===== src/rtl/note_sequencer_if.sv =====
// Read-only asynchronous SRAM port shared by the note sequencer (master) and
// the score memory (slave).
interface note_sequencer_if #(
  parameter int unsigned ADDR_W = 18
);
  logic              SRAM_WE;
  logic              SRAM_CE;
  logic              SRAM_OE;
  logic              SRAM_LB;
  logic              SRAM_UB;
  logic [ADDR_W-1:0] SRAM_A;
  logic [15:0]       SRAM_D;

  modport master (
    output SRAM_WE, SRAM_CE, SRAM_OE, SRAM_LB, SRAM_UB, SRAM_A,
    input  SRAM_D
  );
  modport slave (
    input  SRAM_WE, SRAM_CE, SRAM_OE, SRAM_LB, SRAM_UB, SRAM_A,
    output SRAM_D
  );
endinterface


===== src/rtl/note_sequencer.sv =====
// Score player: fetches 16-bit words from SRAM, divides out the tempo on BPM
// words and plays notes as a volume-controlled PWM tone with articulation.
module note_sequencer #(
  parameter int unsigned CLK_HZ      = 50000000,
  parameter int unsigned ADDR_W      = 18,
  parameter int unsigned DEFAULT_BPM = 96,
  parameter int unsigned SRAM_WAIT   = 2,
  parameter int unsigned GAP_CYCLES  = CLK_HZ / 50
) (
  input  logic             CLK,
  input  logic             RST_N,
  input  logic             START,
  note_sequencer_if.master sram,
  output logic             SPEAKER,
  output logic             BUSY,
  output logic             DONE,
  output logic [7:0]       LED_G,
  output logic [9:0]       LED_R
);

  localparam int unsigned WAIT_W    = $clog2(SRAM_WAIT + 1);
  localparam logic [31:0] DIVIDEND  = 32'(64'(CLK_HZ) * 64'd60);
  localparam logic [31:0] RESET_CPB = 32'((64'(CLK_HZ) * 64'd60) / 64'(DEFAULT_BPM));
  localparam logic [11:0] RESET_BPM = 12'(DEFAULT_BPM);
  localparam logic [37:0] GAP       = 38'(GAP_CYCLES);

  typedef enum logic [2:0] {
    sIdle,
    sFetch,
    sDecode,
    sDiv,
    sPlay,
    sDone
  } state_t;

  state_t            state;
  logic [ADDR_W-1:0] pc;
  logic [ADDR_W-1:0] sramA;
  logic [WAIT_W-1:0] fetchCnt;
  logic [15:0]       word;
  logic [11:0]       bpm;
  logic [31:0]       cyclesPerBeat;
  logic [31:0]       quot;
  logic [11:0]       rem;
  logic [4:0]        divCnt;
  logic [37:0]       noteLen;
  logic [37:0]       soundLen;
  logic [37:0]       playCnt;
  logic [31:0]       periodReg;
  logic [31:0]       dutyReg;
  logic [31:0]       waveCnt;
  logic [6:0]        ledLow;

  logic [4:0]        decMult;
  logic [39:0]       decProd;
  logic [37:0]       decLen;
  logic              decRest;
  logic [31:0]       decPeriod;
  logic [31:0]       decDuty;
  logic [37:0]       decSound;
  logic [9:0]        decLedR;
  logic [12:0]       remShift;
  logic              divFits;
  logic [11:0]       remNext;
  logic [31:0]       quotNext;
  logic [37:0]       playNext;
  logic [31:0]       waveNext;

  // Octave-3 periods in clock cycles, rounded; frequencies in millihertz.
  function automatic logic [31:0] cyc(input longint unsigned fmHz);
    return 32'((64'(CLK_HZ) * 64'd1000 + fmHz / 64'd2) / fmHz);
  endfunction

  function automatic logic [31:0] periodOf(input logic [3:0] n);
    logic [31:0] p;
    case (n)
      4'd0:    p = cyc(130813);
      4'd1:    p = cyc(138591);
      4'd2:    p = cyc(146832);
      4'd3:    p = cyc(155563);
      4'd4:    p = cyc(164814);
      4'd5:    p = cyc(174614);
      4'd6:    p = cyc(184997);
      4'd7:    p = cyc(195998);
      4'd8:    p = cyc(207652);
      4'd9:    p = cyc(220000);
      4'd10:   p = cyc(233082);
      default: p = cyc(246942);
    endcase
    return p;
  endfunction

  assign sram.SRAM_WE = 1'b1;
  assign sram.SRAM_CE = 1'b0;
  assign sram.SRAM_OE = 1'b0;
  assign sram.SRAM_LB = 1'b0;
  assign sram.SRAM_UB = 1'b0;
  assign sram.SRAM_A  = sramA;
  assign LED_G        = {BUSY, ledLow};

  always_comb begin
    case (word[11:8])
      4'd0:    decMult = 5'd16;
      4'd1:    decMult = 5'd8;
      4'd2:    decMult = 5'd4;
      4'd3:    decMult = 5'd2;
      4'd4:    decMult = 5'd1;
      4'd5:    decMult = 5'd12;
      4'd6:    decMult = 5'd6;
      4'd7:    decMult = 5'd3;
      default: decMult = 5'd4;
    endcase
    decProd = 40'(cyclesPerBeat) * 40'(decMult);
    decLen  = 38'(decProd >> 2);
    if (decLen == '0) decLen = 38'd1;

    decRest   = word[3:0] >= 4'd12;
    decPeriod = periodOf(word[3:0]) >> word[5:4];
    decDuty   = 32'((35'(decPeriod) * 35'(word[7:6]) + 35'(decPeriod)) >> 3);
    decLedR   = decRest ? '0 : 10'(word[5:4]) * 10'd12 + 10'(word[3:0]);

    case (word[13:12])
      2'd1:    decSound = decLen;
      2'd2:    decSound = decLen >> 1;
      default: decSound = (decLen > GAP) ? decLen - GAP : '0;
    endcase
    if (decRest) decSound = '0;

    // One restoring-division step; the remainder stays below bpm, so 12 bits hold it.
    remShift = {rem, quot[31]};
    divFits  = remShift >= {1'b0, bpm};
    remNext  = divFits ? 12'(remShift - {1'b0, bpm}) : remShift[11:0];
    quotNext = {quot[30:0], divFits};

    playNext = playCnt + 38'd1;
    waveNext = (waveCnt == periodReg - 32'd1) ? '0 : waveCnt + 32'd1;
  end

  always_ff @(posedge CLK or negedge RST_N) begin
    if (!RST_N) begin
      state         <= sIdle;
      pc            <= '0;
      sramA         <= '0;
      fetchCnt      <= '0;
      word          <= '0;
      bpm           <= RESET_BPM;
      cyclesPerBeat <= RESET_CPB;
      quot          <= '0;
      rem           <= '0;
      divCnt        <= '0;
      noteLen       <= '0;
      soundLen      <= '0;
      playCnt       <= '0;
      periodReg     <= '0;
      dutyReg       <= '0;
      waveCnt       <= '0;
      ledLow        <= '0;
      LED_R         <= '0;
      SPEAKER       <= 1'b0;
      BUSY          <= 1'b0;
      DONE          <= 1'b0;
    end else begin
      case (state)
        sIdle, sDone: begin
          if (START) begin
            state         <= sFetch;
            pc            <= '0;
            sramA         <= '0;
            fetchCnt      <= '0;
            bpm           <= RESET_BPM;
            cyclesPerBeat <= RESET_CPB;
            BUSY          <= 1'b1;
            DONE          <= 1'b0;
          end
        end

        // First cycle presents the address; data is captured SRAM_WAIT edges later.
        sFetch: begin
          if (fetchCnt == '0) sramA <= pc;
          if (fetchCnt == WAIT_W'(SRAM_WAIT)) begin
            word     <= sram.SRAM_D;
            pc       <= pc + ADDR_W'(1);
            fetchCnt <= '0;
            state    <= sDecode;
          end else begin
            fetchCnt <= fetchCnt + WAIT_W'(1);
          end
        end

        sDecode: begin
          if (word[15]) begin
            state     <= sPlay;
            noteLen   <= decLen;
            soundLen  <= decSound;
            periodReg <= decPeriod;
            dutyReg   <= decDuty;
            playCnt   <= '0;
            waveCnt   <= '0;
            SPEAKER   <= (decSound != '0) && (decDuty != '0);
            ledLow    <= {decRest, word[5:0]};
            LED_R     <= decLedR;
          end else if (word[14:12] == 3'b000) begin
            state <= sDone;
            BUSY  <= 1'b0;
            DONE  <= 1'b1;
          end else if (word[14:12] == 3'b001 && word[11:0] != '0) begin
            state  <= sDiv;
            bpm    <= word[11:0];
            quot   <= DIVIDEND;
            rem    <= '0;
            divCnt <= '0;
          end else begin
            state <= sFetch;
          end
        end

        sDiv: begin
          quot   <= quotNext;
          rem    <= remNext;
          divCnt <= divCnt + 5'd1;
          if (divCnt == 5'd31) begin
            cyclesPerBeat <= quotNext;
            state         <= sFetch;
          end
        end

        // SPEAKER is registered, so each edge computes the level for the next cycle.
        sPlay: begin
          if (playCnt == noteLen - 38'd1) begin
            state   <= sFetch;
            SPEAKER <= 1'b0;
          end else begin
            playCnt <= playNext;
            waveCnt <= waveNext;
            SPEAKER <= (playNext < soundLen) && (waveNext < dutyReg);
          end
        end

        default: state <= sIdle;
      endcase
    end
  end

endmodule

===== src/flat_wrapper.sv =====
// flat-port wrapper written by rule: the top's interface ports become plain ports
module note_sequencer_flat 
#(
  parameter int unsigned CLK_HZ      = 50000000,
  parameter int unsigned ADDR_W      = 18,
  parameter int unsigned DEFAULT_BPM = 96,
  parameter int unsigned SRAM_WAIT   = 2,
  parameter int unsigned GAP_CYCLES  = CLK_HZ / 50
)
  (CLK, RST_N, START, SPEAKER, BUSY, DONE, LED_G, LED_R, sram_SRAM_WE, sram_SRAM_CE, sram_SRAM_OE, sram_SRAM_LB, sram_SRAM_UB, sram_SRAM_A, sram_SRAM_D);
  note_sequencer_if #(.ADDR_W(ADDR_W)) sram_i ();
  input  logic CLK;
  input  logic RST_N;
  input  logic START;
  output logic SPEAKER;
  output logic BUSY;
  output logic DONE;
  output logic [7:0] LED_G;
  output logic [9:0] LED_R;
  output wire logic [$bits(sram_i.SRAM_WE)-1:0] sram_SRAM_WE;
  output wire logic [$bits(sram_i.SRAM_CE)-1:0] sram_SRAM_CE;
  output wire logic [$bits(sram_i.SRAM_OE)-1:0] sram_SRAM_OE;
  output wire logic [$bits(sram_i.SRAM_LB)-1:0] sram_SRAM_LB;
  output wire logic [$bits(sram_i.SRAM_UB)-1:0] sram_SRAM_UB;
  output wire logic [$bits(sram_i.SRAM_A)-1:0] sram_SRAM_A;
  input wire logic [$bits(sram_i.SRAM_D)-1:0] sram_SRAM_D;
  assign sram_SRAM_WE = sram_i.SRAM_WE;
  assign sram_SRAM_CE = sram_i.SRAM_CE;
  assign sram_SRAM_OE = sram_i.SRAM_OE;
  assign sram_SRAM_LB = sram_i.SRAM_LB;
  assign sram_SRAM_UB = sram_i.SRAM_UB;
  assign sram_SRAM_A = sram_i.SRAM_A;
  assign sram_i.SRAM_D = sram_SRAM_D;
  note_sequencer #(.CLK_HZ(CLK_HZ), .ADDR_W(ADDR_W), .DEFAULT_BPM(DEFAULT_BPM), .SRAM_WAIT(SRAM_WAIT), .GAP_CYCLES(GAP_CYCLES)) u_core (.CLK(CLK), .RST_N(RST_N), .START(START), .sram(sram_i), .SPEAKER(SPEAKER), .BUSY(BUSY), .DONE(DONE), .LED_G(LED_G), .LED_R(LED_R));
endmodule

===== config.mk =====
export PLATFORM = sky130hd
export DESIGN_NAME = note_sequencer_flat
export DESIGN_NICKNAME = d
export VERILOG_FILES = /design/src/rtl/note_sequencer_if.sv /design/src/rtl/note_sequencer.sv /design/src/flat_wrapper.sv
export SDC_FILE = /design/constraint.sdc
export NUM_CORES = 1
export LEC_CHECK = 0
export CELL_PAD_IN_SITES_DETAIL_PLACEMENT = 0
export CELL_PAD_IN_SITES_GLOBAL_PLACEMENT = 1
export CORE_MARGIN = 8
export CORE_UTILIZATION = 49
export DETAILED_ROUTE_END_ITERATION = 10
export GPL_ROUTABILITY_DRIVEN = 1
export PLACE_DENSITY = 0.94
export SLEW_MARGIN = 20
export SYNTH_ARGS = -nofsm -noshare
export SYNTH_HDL_FRONTEND = slang
export SYNTH_SLANG_ARGS = --single-unit

===== constraint.sdc =====
create_clock -name CLK -period 8.1 [get_ports CLK]
set_input_delay 1.215 -clock CLK [delete_from_list [all_inputs] [get_ports CLK]]
set_output_delay 1.215 -clock CLK [all_outputs]
set_load 0.01 [all_outputs]

==> impl_metrics.py <==
metrics = {
    "outcome": {
        "outcome": "complete, no violations",
    },
    "clocking": {
        "htree_levels": 2,
        "clk_path_buf_depth": 3,
        "post-cts-setup-buffer-count": 0,
        "numClockSinks": 347,
        "cts_root_buffer": "clkbuf_16",
        "clkSlewWorstSetupHoldPaths_ns": 0.06,
        "cts_made_buffers": 41,
        "cts_tree": "built",
        "worstSkewPairLatency_ns": 0.58,
    },
    "logic_synthesis": {
        "avgSynthCellArea_um2": 8.313,
        "synth-edff-count": 0,
        "yosysUniqueCellTypes": 96,
        "ys_ff_latch": 347,
        "ys_seq_area_share_pct": 30.22,
        "synth-warning-count": 0,
        "synth_flop_cell": "dfrtp_1",
        "syn_area_um2": 28800,
        "syn_inst": 3464,
        "ys_async_sr_fraction_pct": 100.0,
    },
    "sta": {
        "fmax_mhz": 130.6,
        "worstMarginPinSlew_ns": 1.122,
        "rsz0062_at_grt": "false",
        "finalClockSkew_ns": 0.02455,
        "finalSetupViolCount": 0,
        "fin_setup_tns_ns": 0,
        "layout_min_cycle_time_ns": 7.656,
        "finalCritPeriodShare_pct": 94.51,
        "hold_viol": 0,
        "slew_headroom_pct": 25.19,
        "drv_slew": 0,
    },
    "power_and_ir_drop": {
        "internal_power_mw": 2.844,
        "sequentialPowerShare_pct": 47.1,
        "p_sw_share_pct": 23.09,
        "power.leakage_nw": 14.52,
        "netSwitchingPower_uw": 853.5,
        "p_clk_share_pct": 51.1,
        "p_per_area_nw_per_um2": 118.2,
        "combPwrFrac_pct": 1.8,
        "ir_worst_vdd_uv": 135.7,
        "finalPower_mw": 3.697,
    },
    "finish": {
        "antennaDiodeCount": 0,
        "post-route-util_pct": 53.40,
        "final_cells": 4208,
        "design_area_um2": 31280,
        "syn_to_final_growth_pct": 8.616,
        "layout.nets": 3689,
        "final_common_cell": "nand2_1",
        "drive_gt1_share_pct": 5.357,
        "final_cell_mix": "nand2_1 (536), dfrtp_1 (332), o21ai_0 (254)",
    },
    "grt": {
        "antenna_found_initial": 0,
        "gr-usage-all-layers_pct": 22.07,
        "grt_pass1_vias": 23310,
        "grt_pass1_wl_um": 124100,
        "grt_overflow_total": 0,
        "grt_max_degree": 165,
    },
    "routing": {
        "antenna_left": 0,
        "routed_via_density": 5.809,
        "wl_per_cell_um": 17.74,
        "drc": 0,
        "num_vias": 24450,
        "first_iter_violations": 1854,
        "firstDrtPassIters": 6,
        "wirelength_um": 74640,
    },
    "die": {
        "die_h_um": 258.4,
        "die_w_um": 258.4,
        "coreArea_um2": 58570,
        "dieArea_um2": 66780,
        "io_pins": 63,
        "start_util_pct": 49.16,
        "core.rowCount": 89,
    },
    "placed_design": {
        "placedCellCount": 4135,
        "portBuffers": 54,
        "gp_congestion": 0.9670,
        "dpl.hpwl_um": 55120,
        "place_area_um2": 29890,
    },
    "critical_path": {
        "critPathLaunchType": "flop",
        "required_ns": 8.51,
        "critPathArrivalTime_ns": 8.07,
        "cp-end-kind": "flop",
        "cp_max_fo": 32,
        "path_class": "reg2reg",
    },
    "run": {
        "max_cap_violations": 0,
    },
    "min_path": {
        "min_path_type": "reg2reg",
    },
}
==> layer usage <==
metal	wire length [um]	vias up	track usage (%)	share of wire, %
met1	35870	11760	32.15	48
met3	4103	121	3.161	5.5
met2	32710	658	34.12	44
met5	0	-	0	0
li1	-	11900	-	-
met4	1965	0	6.030	2.6
==> cell families after synthesis <==
logic type	after synthesis	synth area share, %
AND/OR/NAND/NOR	1368	23.14
AO/OA/AOI/OAI	817	18.74
buffers and inverters	416	5.718
flip-flops	347	30.22
adder cells (fa/ha/maj)	266	14.42
XOR/XNOR	210	6.387
multiplexers	38	1.351
other	2	0.02608
==> what timing repair did <==
action,CTS,global route
endpoints found under the setup margin,0,1
hold buffers,0,0
resized for setup,0,6
endpoints found under the hold margin,0,0
==> final cells by class <==
cell class              count  area, um^2
repair buffers            104       937.1
clock inverters            17       192.7
fillers                  5545       27290
multi-input cells        2707       18550
well taps                 773       967.2
flip-flops and latches    347        8702
clock buffers              56        1162
inverters                 204       765.7
==> power groups by stage <==
stage	Sequential (mW)	Combinational [mW]	Clock [mW]
after floorplan	1.78	0.00974	0
after global placement	1.77	0.0689	0
after detailed placement	1.77	0.0692	0
after CTS	1.74	0.0695	1.93
after global routing	1.74	0.0771	2.00
final	1.74	0.0667	1.89
==> synthesized netlist by cell type (16+ instances only) <==
cell type,count,area (um^2)
ha_1,155,1939
a21oi_1,122,610.6
buf_2,17,85.08
nand2b_1,36,225.2
o21a_1,22,165.2
o211ai_1,33,247.7
xnor2_1,109,954.7
nand4_1,49,306.5
a22oi_1,16,120.1
and2_1,155,969.7
a21o_1,41,307.8
inv_1,203,762.0
nor4_1,21,131.4
o22a_1,29,254.0
o21ai_0,254,1271
or3_1,21,131.4
nand3_1,78,390.4
and3_1,38,237.7
dfrtp_1,332,8308
a22o_1,51,446.7
nor3_1,72,360.4
mux2i_1,31,310.3
clkbuf_1,167,626.9
nand2_1,537,2016
a211oi_1,25,187.7
fa_1,110,2202
o31ai_1,47,352.8
a31oi_1,30,187.7
xor2_1,101,884.6
nor2b_1,68,425.4
nor2_1,218,818.3
==> state kept, by name, indices dropped and copies added, names as in the netlist, 12 cells and up <==
signal	flops
u_core.noteLen	35
u_core.rem	12
u_core.playCnt	38
u_core.bpm	12
u_core.periodReg	19
u_core.cyclesPerBeat	32
u_core.pc	18
u_core.word	16
u_core.sram.SRAM_A	18
u_core.dutyReg	18
u_core.soundLen	38
u_core.waveCnt	32
u_core.quot	32
==> worst max-delay path: stages, from the launching register on <==
cell	delay, ns
dfrtp_1	0.43
inv_1	0.11
ha_1	0.35
a211oi_4	0.27
buf_6	0.29
nor2b_1	0.10
fa_1	0.47
fa_1	0.55
inv_1	0.06
fa_1	0.52
inv_1	0.04
ha_1	0.40
and3_1	0.24
and4_1	0.28
o21ai_4	0.29
a21oi_1	0.16
or3_4	0.38
a211oi_1	0.40
nand4_1	0.26
and4bb_2	0.47
and2_1	0.33
buf_4	0.22
o32ai_1	0.13
nand4b_1	0.20
nor4_1	0.32
a311oi_1	0.19
==> per-stage QoR <==
stage	setup WS [ns]	hold WS (ns)
after global placement	0.6197	0.4603
after floorplan	1.215	0.4432
after detailed placement	0.4529	0.4635
after CTS	0.3312	0.4759
final	0.4443	0.4773
after global routing	0.003562	0.4932
==> worst paths after layout <==
check                           cells after the start           endpoint             start  slack [ns]
worst min register to register                      2   u_core.ledLow[2]  u_core.ledLow[2]        0.48
worst max-delay path                               25     u_core.SPEAKER    u_core.word[9]        0.44
max in group asynchronous                           2    u_core.quot[30]             RST_N        6.11
worst min-delay path                                2   u_core.ledLow[2]  u_core.ledLow[2]        0.48
min in group asynchronous                           1  u_core.playCnt[8]             RST_N        0.60
worst max register to register                     25     u_core.SPEAKER    u_core.word[9]        0.44
Note: power is estimated with default switching activity, not from simulation.
